===== config.mk =====
export PLATFORM = sky130hd
export DESIGN_NAME = hazard_unit
export DESIGN_NICKNAME = d
export VERILOG_FILES = /design/src/rtl/hazard_unit.sv
export SDC_FILE = /design/constraint.sdc
export NUM_CORES = 1
export LEC_CHECK = 0
export CAP_MARGIN = 15
export CORE_AREA = 2 2 50 52
export CTS_CLUSTER_SIZE = 25
export DETAILED_ROUTE_END_ITERATION = 16
export DIE_AREA = 0 0 52 54
export PLACE_DENSITY = 0.94
export SLEW_MARGIN = 40
export SYNTH_ARGS = -nofsm -noshare
export SYNTH_HDL_FRONTEND = slang
export SYNTH_SLANG_ARGS = --single-unit

===== constraint.sdc =====
create_clock -name clk_HZ -period 2.99 [get_ports clk_HZ]
set_input_delay 0.598 -clock clk_HZ [delete_from_list [all_inputs] [get_ports clk_HZ]]
set_output_delay 0.598 -clock clk_HZ [all_outputs]
set_load 0.05 [all_outputs]

===== src/rtl/hazard_unit.sv =====
// Load-use / branch hazard controller for a 5-stage pipeline without forwarding.
// Optional performance counters are built when HZ_PERF_CNT_EN is defined.
module hazard_unit #(
  parameter int unsigned CNT_W = 16
) (
  input  logic             clk_HZ,
  input  logic             rst_HZ,
  input  logic [4:0]       rs_HZ_IN,
  input  logic [4:0]       rt_HZ_IN,
  input  logic             usesRt_HZ_IN,
  input  logic [4:0]       dstEX_HZ_IN,
  input  logic             regWriteEX_HZ_IN,
  input  logic [4:0]       dstMEM_HZ_IN,
  input  logic             regWriteMEM_HZ_IN,
  input  logic             pcSrc_HZ_IN,
  output logic             PCWrite_HZ,
  output logic             IFIDWrite_HZ,
  output logic             bubbleIDEX_HZ,
  output logic             flushIFID_HZ,
  output logic             flushIDEX_HZ,
  output logic             flushEXMEM_HZ,
  output logic [1:0]       state_HZ,
  output logic [CNT_W-1:0] stallCnt_HZ,
  output logic [CNT_W-1:0] flushCnt_HZ
);

  typedef enum logic [1:0] {
    RUN   = 2'b00,
    STALL = 2'b01,
    FLUSH = 2'b10
  } state_e;

  state_e     state_q, state_d;
  logic [1:0] stall_ctr_q, stall_ctr_d;
  logic       match_ex_c;
  logic       match_mem_c;

  // Register $0 is hard-wired, so it never creates a dependency.
  assign match_ex_c  = regWriteEX_HZ_IN && (dstEX_HZ_IN != 5'd0) &&
                       ((rs_HZ_IN == dstEX_HZ_IN) ||
                        (usesRt_HZ_IN && (rt_HZ_IN == dstEX_HZ_IN)));
  assign match_mem_c = regWriteMEM_HZ_IN && (dstMEM_HZ_IN != 5'd0) &&
                       ((rs_HZ_IN == dstMEM_HZ_IN) ||
                        (usesRt_HZ_IN && (rt_HZ_IN == dstMEM_HZ_IN)));

  assign state_HZ = state_q;

  // Next-state and combinational pipeline controls.
  always_comb begin
    state_d       = RUN;
    stall_ctr_d   = stall_ctr_q;
    PCWrite_HZ    = 1'b1;
    IFIDWrite_HZ  = 1'b1;
    bubbleIDEX_HZ = 1'b0;
    flushIFID_HZ  = 1'b0;
    flushIDEX_HZ  = 1'b0;
    flushEXMEM_HZ = 1'b0;

    case (state_q)
      RUN: begin
        if (pcSrc_HZ_IN) begin
          flushIFID_HZ  = 1'b1;
          flushIDEX_HZ  = 1'b1;
          flushEXMEM_HZ = 1'b1;
          stall_ctr_d   = 2'd0;
          state_d       = FLUSH;
        end else if (match_ex_c) begin
          PCWrite_HZ    = 1'b0;
          IFIDWrite_HZ  = 1'b0;
          bubbleIDEX_HZ = 1'b1;
          stall_ctr_d   = 2'd1;
          state_d       = STALL;
        end else if (match_mem_c) begin
          PCWrite_HZ    = 1'b0;
          IFIDWrite_HZ  = 1'b0;
          bubbleIDEX_HZ = 1'b1;
          state_d       = RUN;
        end
      end
      STALL: begin
        if (pcSrc_HZ_IN) begin
          flushIFID_HZ  = 1'b1;
          flushIDEX_HZ  = 1'b1;
          flushEXMEM_HZ = 1'b1;
          stall_ctr_d   = 2'd0;
          state_d       = FLUSH;
        end else begin
          PCWrite_HZ    = 1'b0;
          IFIDWrite_HZ  = 1'b0;
          bubbleIDEX_HZ = 1'b1;
          stall_ctr_d   = (stall_ctr_q != 2'd0) ? stall_ctr_q - 2'd1 : 2'd0;
          state_d       = (stall_ctr_q <= 2'd1) ? RUN : STALL;
        end
      end
      FLUSH: begin
        state_d = RUN;
      end
      default: begin
        stall_ctr_d = 2'd0;
        state_d     = RUN;
      end
    endcase

    // Reset holds the whole front end frozen and cleared.
    if (rst_HZ) begin
      PCWrite_HZ    = 1'b0;
      IFIDWrite_HZ  = 1'b0;
      bubbleIDEX_HZ = 1'b1;
      flushIFID_HZ  = 1'b1;
      flushIDEX_HZ  = 1'b1;
      flushEXMEM_HZ = 1'b1;
    end
  end

  always_ff @(posedge clk_HZ) begin
    if (rst_HZ) begin
      state_q     <= RUN;
      stall_ctr_q <= 2'd0;
    end else begin
      state_q     <= state_d;
      stall_ctr_q <= stall_ctr_d;
    end
  end

`ifdef HZ_PERF_CNT_EN
  logic [CNT_W-1:0] stall_cnt_q;
  logic [CNT_W-1:0] flush_cnt_q;
  logic             flush_evt_c;

  // Only a pcSrc honoured in RUN or STALL counts as a flush event.
  assign flush_evt_c = pcSrc_HZ_IN && ((state_q == RUN) || (state_q == STALL));

  always_ff @(posedge clk_HZ) begin
    if (rst_HZ) begin
      stall_cnt_q <= '0;
      flush_cnt_q <= '0;
    end else begin
      if (bubbleIDEX_HZ && (stall_cnt_q != '1))
        stall_cnt_q <= stall_cnt_q + CNT_W'(1);
      if (flush_evt_c && (flush_cnt_q != '1))
        flush_cnt_q <= flush_cnt_q + CNT_W'(1);
    end
  end

  assign stallCnt_HZ = stall_cnt_q;
  assign flushCnt_HZ = flush_cnt_q;
`else
  assign stallCnt_HZ = '0;
  assign flushCnt_HZ = '0;
`endif

endmodule


[After elaboration in Yosys (flattened, before gate mapping)]
Index checks and enable logic that the tools add are counted.
Cells by class
  bitwise operators: 1
  magnitude comparators: 1
  mux-type cells: 24
  equal/unequal tests: 7
  reduce and logical (&&, ||, !) cells: 14
  add/subtract/negate cells: 1
Operators with widths (count)
  $eq 5x5->1: 4
  $mux 1: 14
  $mux 2: 6
  $reduce_bool 5->1: 2
  $logic_and 1x1->1: 6
  $pmux 2 s3: 1
  $pmux 1 s2: 2
  $pmux 2 s2: 1
  $ne 3x3->1 const B: 1
  $eq 2x1->1 const B: 1
  $eq 2x2->1 const B: 1
  $le 2x1->1 const B: 1
  $logic_not 2->1: 1
  $logic_or 1x1->1: 2
  $reduce_and 2->1: 1
  $reduce_bool 2->1: 1
  $reduce_or 2->1: 1
  $sub 2x1->2 const B: 1
  $not 1->1: 1
Word-level totals
  logic and storage cells: 50
  bits of input ports: 26
  flip-flop bits (word level): 4
  output and inout port bits: 40

[Longest topological paths before layout]
Gate-level depths: netlist of run 1.
  depth after elaboration: 9
  mapped depth: 6
  depth with buffers taken out: 5

[Worst setup path before layout of run 1]
OpenSTA, ideal clock, no wires.
  path kind: input to output
  from: input port dstEX_HZ_IN[1]
  to: output port PCWrite_HZ
  required time: 2.392 ns
  setup slack: -0.647 ns
  arrival time: 3.039 ns
  stages on the path: 5
  buffers on the path: 1
  path through: or4_4 -> o21ai_2 -> nor2_1 -> o32ai_1 -> buf_4
Between the ends
  longest elaborated chain between the ends: 8
  elaborated cells on any way between the ends: 11
  those cells by class: eq/ne: 2; mux: 4; reduce/logical: 5
RTL lines
  from (decl): line 11  | input logic [4:0] dstEX_HZ_IN,
  $eq 5x5->1: line 41  | (usesRt_HZ_IN && (rt_HZ_IN == dstEX_HZ_IN)));
  $logic_and 1x1->1: line 41
  $logic_or 1x1->1: line 40  | ((rs_HZ_IN == dstEX_HZ_IN) ||
  $logic_and 1x1->1 (*): line 39  | assign match_ex_c = regWriteEX_HZ_IN && (dstEX_HZ_IN != 5'd0) &&
  $mux 1 (*) (2 in a row)
  $pmux 1 s2 (*)
  $mux 1 (*)
  to (decl): line 16  | output logic PCWrite_HZ,
Mark *: on every way between the ends. The rest lies on a longest branch, timed or not.

[Worst setup path in the final report of run 1]
  from: input port dstEX_HZ_IN[1]
  to: output port PCWrite_HZ
Between the ends
  longest elaborated chain between the ends: 8
  elaborated cells on any way between the ends: 11
  those cells by class: eq/ne: 2; mux: 4; reduce/logical: 5
RTL lines
  $eq 5x5->1: line 41
  $logic_and 1x1->1: line 41
  $logic_or 1x1->1: line 40
  $logic_and 1x1->1 (*): line 39
  $mux 1 (*): line 67  | end else if (match_ex_c) begin
  $mux 1 (*): line 61  | if (pcSrc_HZ_IN) begin
  $pmux 1 s2 (*): line 59  | case (state_q)
  $mux 1 (*): line 105  | if (rst_HZ) begin
Marks and branches as above.

==> summary.md, run 1 <==
| Metric | Value |
|---|---|
| Detail Route Antenna Nets | `0` |
| CP Cell Sequence | `clkdlybuf4s50_1 > or4_4 > o21ai_2 > nor2_2 > o32ai_4 > buf_12` |
| TritonCTS Buffers | `3` |
| Max Cap Violations | `0` |
| Met2 WL | `1.07 mm` |
| Post-Syn Area | `751 sq um` |
| Detailed Route WL | `1.88 mm` |
| Final TNS setup | `0 ps` |
| Max Buffers Root-to-Sink | `2` |
| Synth Register Bits | `4` |
| CTS Hold Bufs | `0` |
| Yosys cell types | `28` |
| DR vias | `707` |
| Initial Utilization | `0.324` |
| Post-route DRC | `0` |
| P_leak | `between 0.0004 and 0.0005 uW` |
| Period minus WS final | `roughly 2900 ps` |
| Crit path max-delay family | `simple AND/OR/NAND/NOR gates` |
| Height of the die | `54 microns` |
| Hold_sp | `stall_ctr_q[1]$_SDFFE_PP0P_` |
| RSZ-0062 raised after global routing | `true` |
| Pwr dens | `between 300 and 400 nW/um^2` |
| Post-synth top area cell | `buf_4` |
| TritonCTS clock tree | `done` |
| Global Route Usage Sum | `0.128` |
| Met1 Wirelength | `670 microns` |
| Share of layout cells above drive strength 1 | `0.193` |
| Slowest CP cell | `or4_4` |
| Min Hold Slack | `456 ps` |
| Initial DRC count | `15` |
| Avg WL per Cell | `11.1 microns` |
| Worst Path Max Fanout | `2` |
| Highest clock rate | `339 MHz` |
| Fin util | `0.502` |
| Setup violators final | `0` |
| I/O pins | `66` |
| Startpoint Class | `input pin` |
| Synthesized area per cell | `approximately 7.7 sq um` |
| Worst setup EP type | `output pin` |
| TritonRoute pass-1 iters | `4` |
| Detailed-route vias per instance | `4.16` |
| Area delta synth->final | `55.2%` |
| Period utilization | `0.986` |
| Top Layer Used | `met4` |
| Worst min path class | `register to register` |
| VDD IR max | `approximately 0.00020 V` |
| Clock-pin slew on the worst setup and hold paths | `40 ps` |
| Metal3 WL | `between 100 and 150 microns` |
| Crit path from | `dstEX_HZ_IN[1]` |
| Gpl congestion | `a little over 0.8` |
| Global route overflow | `0` |
| Fin. Hold Viols | `0` |
| Critical path class | `input pin to output pin` |
| Overall power | `about 370 uW` |
| Slew @ Worst Pin | `496 ps` |
| Vias in the first global route | `624` |
| Rel. slew slack | `0.668` |
| First-pass GRT wire length | `2.68 mm` |
| Final Net Count | `around 170` |
| FP Rows | `18` |
| Worst r2r path cells | `4` |
| R2R setup slack | `around 1900 ps` |
| Sequential fraction of the synthesis area | `0.107` |
| Req. time, crit path | `2390 ps` |
| Port Buffers | `33` |
| Die W | `approximately 52 microns` |
| Top-area cell type share of the netlist area | `0.350` |
| Cells on Worst Hold Path | `2` |
| Max Slew Vio Count | `0` |
| Reg2reg start | `state_HZ[0]$_SDFF_PP0_` |
| Post CTS Setup Buffer Count | `0` |
| CTS sink count | `4` |
| Clk Latency, worst-skew pair | `240 ps` |
| Final HPWL DP | `1.62 mm` |
| Largest net degree at the start of global routing | `8` |
| Largest cells by area after synthesis | `buf_4 (35%), xnor2_1 (15%), dfxtp_1 (11%), xor2_1 (8.2%), nand3_1 (2.7%)` |
| Initial antenna violation count | `0` |
| FF-to-FF End | `stall_ctr_q[0]$_SDFFE_PP0P_` |
| H-Tree Depth | `1` |
| Ant. Diodes | `0` |
| Warnings from Yosys | `0` |
| Crit-path max cell delay | `540 ps` |
| Die area | `approximately 2800 sq um` |
| CP bufs+invs | `2` |
| Clock root cell | `clkbuf_4` |
| Cell count after synthesis | `around 100` |
| CP arrival | `around 2400 ps` |
| Hold endpoint | `stall_ctr_q[1]$_SDFFE_PP0P_` |
| # fillers | `roughly 220` |
| Status | `finished, final reports clean` |
| Total core area | `2320 sq um` |
| Worst Skew | `5.48 ps` |
where the power goes:
part           switching [uW]  internal [uW]  leakage [uW]  total (uW)
combinational             161           87.5      0.000443         248
sequential               1.55           54.7     0.0000325        56.2
clock                    22.6           44.9     0.0000138        67.6
total                     185            187      0.000489         372
sequential cells by signal (all words and copies together) (netlist names):
signal       cells
state_HZ         2
stall_ctr_q      2
routing by layer:
metal  vias to the layer above  global-route usage
li1                        350                   -
met1                       320               0.132
met2                        33               0.251
met3                         4              0.0194
met4                         0              0.0614
met5                         -                   0
synthesized netlist by cell type:
cell type	number
a2111oi_1	1
a21oi_1	3
buf_4	35
conb_1	1
dfxtp_1	4
inv_1	3
mux2i_1	1
nand2_1	4
nand3_1	4
nand3b_1	1
nand4_1	2
nor2_1	4
nor2b_1	2
nor3_1	1
nor4_1	1
nor4b_1	1
o21ai_0	1
o21ai_2	1
o22a_1	1
o22ai_1	1
o31ai_1	1
o32a_1	1
o32ai_1	1
or2_2	1
or4_1	1
or4_4	1
xnor2_1	13
xor2_1	7
worst min-delay path, delay by kind of cell (launching register included):
kind | cells | cell delay, ps
AOI/OAI and AO/OA | 1 | 30
DFF | 1 | 320
and+or+nand+nor | 1 | 60
metrics by stage:
step / cells / area (sq um) / worst slack, ps
2_1_floorplan: 129 / 886 / 172
3_3_place_gp: 167 / 1130 / -27.4
3_5_place_dp: 167 / 1130 / -46.2
4_1_cts: 170 / 1150 / 12.7
5_1_grt: 170 / 1160 / -103
6_report: 170 / 1160 / 40.7
area by class of cell:
type,count,area [sq um],area share
clock buffers,3,22.5,0.0193
inverters,3,11.3,0.00967
repair buffers,43,468,0.402
multi-input cells,87,546,0.468
well taps,30,37.5,0.0322
flip-flops and latches,4,80.1,0.0687
cell families after synthesis:
group           after synthesis  synth area share
mux                           1            0.0133
buf+inv                      38             0.365
simple gates                 23             0.170
compound gates               11             0.107
other cells                   1           0.00500
xor+xnor                     20             0.233
flops                         4             0.107
layout by cell type (no fill, tap or decap), drive strengths merged, types with 3 or more instances in the layout:
| cell type | synthesis | routed |
|---|---|---|
| conb | 1 | 32 |
| clkdlybuf4s50 | 0 | 26 |
| buf | 35 | 16 |
| xnor2 | 13 | 13 |
| xor2 | 7 | 7 |
| nand3 | 4 | 4 |
| nand2 | 4 | 4 |
| dfxtp | 4 | 4 |
| nor2 | 4 | 4 |
| inv | 3 | 3 |
| clkbuf | 0 | 3 |
| a21oi | 3 | 3 |
repair_timing:
action / 4_1_cts / 5_1_grt
pin swaps: 2 / 2
setup endpoints to repair: 3 / 3
gates resized for setup: 0 / 6
endpoints found under the hold margin: 0 / 0
cloned: 0 / 0
worst max path at each step:
stage / endpoint / slack (ps) / cells past startpoint
after floorplan: PCWrite_HZ / 170 / 5
after global placement: IFIDWrite_HZ / -30 / 6
after detailed placement: PCWrite_HZ / -50 / 6
after CTS: PCWrite_HZ / 10 / 6
after global routing: bubbleIDEX_HZ / -100 / 7
final: PCWrite_HZ / 40 / 6
Note: power is estimated with default switching activity, not from simulation.
==> run 2: changes to the inputs <==
Settings changed: CTS_BUF_LIST set to sky130_fd_sc_hd__clkbuf_16.
==> run 2 against run 1 <==
Power grew 37%. Global-route usage up 0.30 points. Clock skew down 4.5 ps. Register-to-register slack barely moved. Sequential share of layout area fell by 0.30 points. Critical path depth unchanged. Routed wire length is 1.0% higher. Hold slack better by 4.9 ps. Final area up 4.5%. Clock-buffer cell count is the same. Die area unchanged. Combinational power hardly changed. Highest routed layer unchanged.
==> summary.md, run 2 (synthesis gave the netlist of run 1 again) <==
| Metric | Value |
|---|---|
| Global route overflow | `0` |
| Highest clock rate | `between 300 and 400 MHz` |
| Clock root cell | `clkbuf_16` |
| Fin. Hold Viols | `0` |
| First-pass GRT wire length | `2.74 mm` |
| Worst Skew | `0.980 ps` |
| Gpl congestion | `roughly 0.83` |
| Multi-input logic area | `546 sq um` |
| Total core area | `~2300 sq um` |
| Period minus WS final | `2950 ps` |
| Vias in the first global route | `between 600 and 700` |
| Detailed Route WL | `1.90 mm` |
| Period utilization | `0.986` |
| Cells on Worst Hold Path | `2` |
| Placed cell count | `167` |
| CP Cell Sequence | `clkdlybuf4s50_1 > or4_4 > o21ai_2 > nor2_2 > o32ai_4 > buf_12` |
| Commonest non-fill, non-tap cells in the layout | `conb_1 (32), clkdlybuf4s50_1 (26), xnor2_1 (13)` |
| Status | `finished, final reports clean` |
| Min Hold Slack | `461 ps` |
| Rel. slew slack | `0.658` |
| Area after DPL | `1130 sq um` |
| Die area | `2810 sq um` |
| Slew @ Worst Pin | `511 ps` |
| Final Non-Filler Cells | `170` |
| CTS sink count | `4` |
| Area delta synth->final | `62.2%` |
| Req. time, crit path | `2390 ps` |
| Post CTS Setup Buffer Count | `0` |
| Area occupied by registers | `between 80 and 90 sq um` |
| TritonCTS Buffers | `3` |
| Height of the die | `around 54 microns` |
| H-Tree Depth | `1` |
| Share of layout cells above drive strength 1 | `0.193` |
| RSZ-0062 raised after global routing | `true` |
| Initial antenna violation count | `0` |
| DR vias | `705` |
| TritonCTS clock tree | `done` |
| Slowest CP cell | `or4_4` |
| Setup violators final | `0` |
| Detail Route Antenna Nets | `0` |
| Crit-path max cell delay | `540 ps` |
| TritonRoute pass-1 iters | `4` |
| Global Route Usage Sum | `0.131` |
| Initial DRC count | `15` |
| # fillers | `215` |
| Initial Utilization | `0.324` |
| Ant. Diodes | `0` |
| Max Buffers Root-to-Sink | `2` |
| Max Slew Vio Count | `0` |
| Clock-pin slew on the worst setup and hold paths | `30 ps` |
| Pwr dens | `418 nW/um^2` |
| Worst r2r path cells | `4` |
| Startpoint Class | `input pin` |
| Post-route DRC | `0` |
| FP Rows | `18` |
| Avg WL per Cell | `around 11 microns` |
| Final HPWL DP | `1.62 mm` |
| P_leak | `0.000512 uW` |
| Worst Path Max Fanout | `2` |
| Critical path class | `input pin to output pin` |
| VDD IR max | `0.000525 V` |
| Post-route cell area | `1220 sq um` |
| CP arrival | `2350 ps` |
| Worst setup EP type | `output pin` |
| Port Buffers | `33` |
| Final Net Count | `roughly 170` |
| Worst min path class | `register to register` |
| Largest net degree at the start of global routing | `8` |
| Final TNS setup | `0 ps` |
| Max Cap Violations | `0` |
| Clk Latency, worst-skew pair | `220 ps` |
| Commonest non-fill, non-tap cell in the layout | `conb_1` |
| I/O pins | `66` |
| Detailed-route vias per instance | `4.15` |
| Die W | `roughly 52 microns` |
==> run 2: cell types whose count changed in the layout (fill, tap and decap cells not counted) <==
cell / change
clkbuf_16: +3
clkbuf_4: -3
==> run 2: per-layer routing <==
metal | share of wire | GRT usage | up-vias | wire (microns)
met5 | 0 | 0 | - | 0
met4 | 0.020 | 0.0482 | 0 | 39
met3 | 0.052 | 0.0278 | 4 | 99
met2 | 0.56 | 0.257 | 31 | 1070
met1 | 0.37 | 0.136 | 319 | 695
li1 | - | - | 351 | -
==> run 2: worst paths after layout <==
check,from,to,slack [ps]
worst min-delay path,stall_ctr_q[1]$_SDFFE_PP0P_,stall_ctr_q[1]$_SDFFE_PP0P_,460
worst max-delay path,dstEX_HZ_IN[1],PCWrite_HZ,40
worst max register to register,state_HZ[0]$_SDFF_PP0_,stall_ctr_q[0]$_SDFFE_PP0P_,1930
worst min register to register,stall_ctr_q[1]$_SDFFE_PP0P_,stall_ctr_q[1]$_SDFFE_PP0P_,460
==> run 2: through the flow <==
step	utilization	total power, uW	setup slack (ps)
6_report	0.525	509	40.7
5_1_grt	0.525	531	-103
4_1_cts	0.518	510	12.7
3_5_place_dp	0.485	301	-46.2
3_3_place_gp	0.485	298	-27.4
2_1_floorplan	-	247	172
==> run 2: critical path, delay by kind of cell <==
family / cells / cell delay, ps
AO/OA/AOI/OAI: 2 / 510
buffers and inverters: 2 / 610
AND/OR/NAND/NOR: 2 / 620
==> run 2: what timing repair did <==
item | 4_1_cts | 5_1_grt
hold buffers | 0 | 0
pin swaps | 2 | 2
gates resized for setup | 0 | 6
endpoints found under the setup margin | 3 | 3
==> run 2: power by group <==
group / switching [uW] / internal, uW
Sequential: 1.53 / 54.8
Clock: 34.1 / 171
Combinational: 161 / 87.5
==> run 2: area by class of cell <==
| type | instances | share of cell area |
|---|---|---|
| timing repair buffer | 43 | 0.384 |
| inverter | 3 | 0.00925 |
| sequential | 4 | 0.0658 |
| multi-input combinational | 87 | 0.448 |
| clock buffer | 3 | 0.0617 |
| tap | 30 | 0.0308 |
